$ cat src/rtl/latch_load_ctrl.sv
// Loader for a transparent latch: captures one word per handshake, then runs
// a setup -> enable pulse -> hold sequence so the latch input is stable while enabled.
module latch_load_ctrl #(
    parameter int n         = 8,
    parameter int SETUP_CYC = 1,
    parameter int PULSE_CYC = 2,
    parameter int HOLD_CYC  = 1
) (
    input  logic         clk_in,
    input  logic         rst_in,
    input  logic [n-1:0] d_in,
    input  logic         valid_in,
    output logic         ready_out,
    output logic [n-1:0] d_out,
    output logic         en_out,
    output logic         done_out,
    output logic         busy_out
);

    localparam int MAX_SP = (SETUP_CYC > PULSE_CYC) ? SETUP_CYC : PULSE_CYC;
    localparam int MAXP   = (MAX_SP > HOLD_CYC) ? MAX_SP : HOLD_CYC;
    localparam int CW     = $clog2(MAXP) + 1;

    localparam logic [CW-1:0] C_SETUP = CW'(SETUP_CYC - 1);
    localparam logic [CW-1:0] C_PULSE = CW'(PULSE_CYC - 1);
    localparam logic [CW-1:0] C_HOLD  = CW'(HOLD_CYC - 1);
    localparam logic [CW-1:0] C_ONE   = CW'(1);

    typedef enum logic [1:0] {
        S_IDLE  = 2'd0,
        S_SETUP = 2'd1,
        S_PULSE = 2'd2,
        S_HOLD  = 2'd3
    } state_t;

    state_t         r_state;
    logic [CW-1:0]  r_cnt;
    logic [n-1:0]   r_d;
    logic           r_en;
    logic           r_done;
    logic           w_accept;

    // Ready is masked by reset so a word offered on a reset edge is visibly refused.
    assign ready_out = (r_state == S_IDLE) && !rst_in;
    assign busy_out  = (r_state != S_IDLE);
    assign w_accept  = valid_in && ready_out;

    assign d_out    = r_d;
    assign en_out   = r_en;
    assign done_out = r_done;

    always_ff @(posedge clk_in) begin
        if (rst_in) begin
            r_state <= S_IDLE;
            r_cnt   <= '0;
            r_d     <= '0;
            r_en    <= 1'b0;
            r_done  <= 1'b0;
        end else begin
            r_done <= 1'b0;
            case (r_state)
                S_IDLE: begin
                    if (w_accept) begin
                        r_d     <= d_in;
                        r_cnt   <= C_SETUP;
                        r_state <= S_SETUP;
                    end
                end
                S_SETUP: begin
                    if (r_cnt == '0) begin
                        r_en    <= 1'b1;
                        r_cnt   <= C_PULSE;
                        r_state <= S_PULSE;
                    end else begin
                        r_cnt <= r_cnt - C_ONE;
                    end
                end
                S_PULSE: begin
                    if (r_cnt == '0) begin
                        r_en    <= 1'b0;
                        r_cnt   <= C_HOLD;
                        r_state <= S_HOLD;
                    end else begin
                        r_cnt <= r_cnt - C_ONE;
                    end
                end
                S_HOLD: begin
                    // done rises together with the return to IDLE, so it lines up with ready.
                    if (r_cnt == '0) begin
                        r_done  <= 1'b1;
                        r_state <= S_IDLE;
                    end else begin
                        r_cnt <= r_cnt - C_ONE;
                    end
                end
            endcase
        end
    end

endmodule
$ cat config.mk
export PLATFORM = sky130hd
export DESIGN_NAME = latch_load_ctrl
export DESIGN_NICKNAME = d
export VERILOG_FILES = /design/src/rtl/latch_load_ctrl.sv
export SDC_FILE = /design/constraint.sdc
export NUM_CORES = 1
export LEC_CHECK = 0
export CAP_MARGIN = 20
export CORE_AREA = 3 3 43 45
export CTS_CLUSTER_DIAMETER = 80
export DETAILED_ROUTE_END_ITERATION = 16
export DIE_AREA = 0 0 46 48
export PLACE_DENSITY = 0.88
export SLEW_MARGIN = 20
export SYNTH_ARGS = -nofsm -noshare
export SYNTH_HDL_FRONTEND = slang
export SYNTH_SLANG_ARGS = --single-unit
$ cat constraint.sdc
create_clock -name clk_in -period 3.86 [get_ports clk_in]
set_input_delay 0.386 -clock clk_in [delete_from_list [all_inputs] [get_ports clk_in]]
set_output_delay 0.386 -clock clk_in [all_outputs]
set_load 0.05 [all_outputs]
==> metrics.md <==
| Metric | Value |
|---|---|
| Final WL | 1.420 mm |
| Clock slew at reported path FFs | 0.08 ns |
| Pre-CTS WS | 1.369 ns |
| Antenna viol nets, final | 0 |
| Synthesized net count | 98 |
| Max incr delay on CP | 0.82 ns |
| Period utilization | 68.02% |
| I/O pin count | 23 |
| Required @ worst endpoint | 3.47 ns |
| Drt first-iter violations | 8 |
| Routed len/inst | 12.14 um |
| Seq pwr share | 28.2% |
| Area of the mapped netlist | 714.4 sq um |
| Yosys reg bits | 14 |
| Endpoint type of the worst setup path | output pin |
| Sw Share | 48.83% |
| Commonest non-fill, non-tap cells in the layout | 22 x clkdlybuf4s50_1, 14 x dfxtp_1, 10 x nand2_1, 9 x a21oi_1, 8 x nand3_1 |
| Hold path cells | 2 |
| NetSw | 0.3519 mW |
| Setup bufs post-CTS | 0 |
| Area Overhead vs Synth | 32.75% |
| Total track usage | 14.55% |
| Diode count | 0 |
| Max capacitance violation total | 0 |
| Vias per cell | 5.350 |
| # setup viols final | 0 |
| Fmax | 380.9 MHz |
| Vias in the first global route | 545 |
| Final WS setup | 1.235 ns |
| Die H | 48 um |
| Post-synthesis instance total | 80 |
| Worst r2r dst | d_out[6] |
| Port bufs | 22 |
| Setup TNS | 0 ns |
| Synth unique cells | 29 |
| Storage element area | 280.3 sq um |
| Setup CP Type | reg -> out |
| Clock Sinks | 14 |
| Routed vias | 626 |
| Synth Warn # | 0 |
| Resized Gates After CTS | 0 |
| Antenna violations before repair | 0 |
| Final nets | 121 |
| Largest net degree at the start of global routing | 17 |
| Critical Path Fanout Max | 14 |
| Root cell of the clock tree | clkbuf_4 |
| Most common cell after layout, fill and taps aside | clkdlybuf4s50_1 |
| Worst Path Arrival | 2.24 ns |
| Slew Limit Fails | 0 |
| Grt total ovfl | 0 |
| CTS tree | built |
| Mean Syn Cell Area | 8.930 sq um |
| Final Hold Slack | 0.4573 ns |
| Clock network fraction of design power | 11.1% |
| Slowest CP cell | clkdlybuf4s50_1 |
| Core Box Area | 1506 sq um |
| RSZ-0062 raised after global routing | no |
| First-pass DRT Iterations | 4 |
| Hold_buf cts | 0 |
| Drt drc | 0 |
| Pint | 0.3688 mW |
| Leakage power | 0.3741 nW |
| Area leader, netlist | dfxtp_1 |
| Worst Hold Launch | d_out[3] |
| Final GP Congestion | 0.7991 |
| Crit-path cells | inv_1 > ha_1 > inv_2 > nor2_1 > clkdlybuf4s50_1 |
| Worst-Margin Slew | 0.5938 ns |
| Area share of the largest cell type after synthesis | 39.23% |
| Hold EP | d_out[3] |
| Clk_skew | 0.003193 ns |
| Relative slew margins | 60.29% |
| Final hold viol count | 0 |
| PD cells | 759.9 nW/um^2 |
| Fill cells | 124 |
| Status | finished clean |
| Worst reg2reg setup slack | 2.22 ns |
| First-pass GRT wire length | 2.290 mm |
| Sequential share of the synthesized area | 39.23% |
| Total die area | 2208 sq um |
| Worst Reg-to-Reg Cells | 5 |
| Chip Width | 46 um |
| HP Class | reg -> reg |
| Leading post-synthesis cells by cell area | dfxtp_1 39%, ha_1 12%, a21oi_1 6.3%, nand3_1 5.6%, nand2_1 5.3% |
| HPWL Detailed | 1.077 mm |
| Area occupied by multi-input gates | 382.9 sq um |
| Row cnt | 14 |
| Initial Util | 47.43% |
| CTS Buf Count | 3 |
| Combinational power share | 60.6% |
| Startpoint class of the critical path | flop |
| Final min period | 2.625 ns |
| Max Root-Sink Buffers | 2 |
| Peak VDD IR | 402.6 uV |
| CTS H-tree lvls | 1 |
| RR Startpoint | r_state[0] |
| Share of cells above drive strength 1 | 9.901% |
| Clock latency at the later pin of the worst-skew pair | 0.28 ns |
-- cell type report --
cell class	instances	area share, %
Multi-Input combinational cell	56	40.37
Sequential cell	14	29.55
Tap cell	16	2.111
Timing Repair Buffer	22	23.22
Inverter	6	2.375
Clock buffer	3	2.375
-- cells by family (layout without fill, tap and decap cells) --
kind of cell | Yosys count | after routing | share of synthesized area [%]
DFF | 14 | 14 | 39.23
buffers and inverters | 10 | 31 | 7.179
AOI/OAI and AO/OA | 22 | 22 | 23.12
and+or+nand+nor | 27 | 27 | 18.21
adders and majority gates | 7 | 7 | 12.26
-- synth_stat cells, drive strengths merged --
| cell type | count |
|---|---|
| buf | 3 |
| a211oi | 1 |
| o21ai | 2 |
| o41ai | 1 |
| dfxtp | 14 |
| o21a | 1 |
| a211o | 2 |
| ha | 7 |
| clkbuf | 1 |
| o2111ai | 1 |
| nor2 | 4 |
| nand3 | 8 |
| a21oi | 10 |
| a21o | 1 |
| and2 | 1 |
| nor3 | 1 |
| o211a | 1 |
| a2bb2oi | 1 |
| nand2 | 10 |
| o31ai | 1 |
| inv | 6 |
| nor2b | 1 |
| nand2b | 2 |
-- worst max-delay path, delay by kind of cell, from the launching register on --
family | cells | cell delay [ns]
flip-flops | 1 | 0.34
adder cells (fa/ha/maj) | 1 | 0.52
buffers and inverters | 3 | 0.99
AND/OR/NAND/NOR | 1 | 0.11
-- worst max-delay path by stage --
stage	slack, ns	from	end	cells past startpoint
finish	1.23	r_state[0]	ready_out	5
floorplan	1.80	r_state[1]	ready_out	5
global route	1.08	r_state[1]	ready_out	5
detailed placement	1.37	rst_in	ready_out	3
global placement	1.38	rst_in	ready_out	3
CTS	1.23	r_state[1]	ready_out	5
-- sequential cells by signal, indices dropped and copies added (netlist names) --
register and count:
d_out 8, r_cnt 2, r_state 2, done_out 1
en_out 1
-- through the flow --
step | std cells | utilization, % | instance area, sq um | power [mW]
3_5_place_dp | 114 | 61.46 | 925.9 | 0.6453
4_1_cts | 117 | 62.96 | 948.4 | 0.7256
6_report | 117 | 62.96 | 948.4 | 0.7207
5_1_grt | 117 | 62.96 | 948.4 | 0.7710
3_3_place_gp | 114 | 61.46 | 925.9 | 0.6328
2_1_floorplan | 80 | - | 714.4 | 0.5360
-- routing by layer --
| metal | GRT usage, % | up-vias | share of wire, % |
|---|---|---|---|
| met1 | 16.82 | 280 | 40 |
| met2 | 23.90 | 21 | 49 |
| met3 | 4.135 | 5 | 8.9 |
| met4 | 8.523 | 0 | 2.3 |
| li1 | - | 320 | - |
| met5 | 0 | - | 0 |
-- power by group through the flow --
stage               sequential, mW  clock (mW)  combinational (mW)
floorplan                    0.281           0               0.255
global placement             0.204           0               0.429
detailed placement           0.208           0               0.437
CTS                          0.204      0.0831               0.438
global route                 0.210      0.0882               0.473
finish                       0.204      0.0802               0.437
Note: power is estimated with default switching activity, not from simulation.
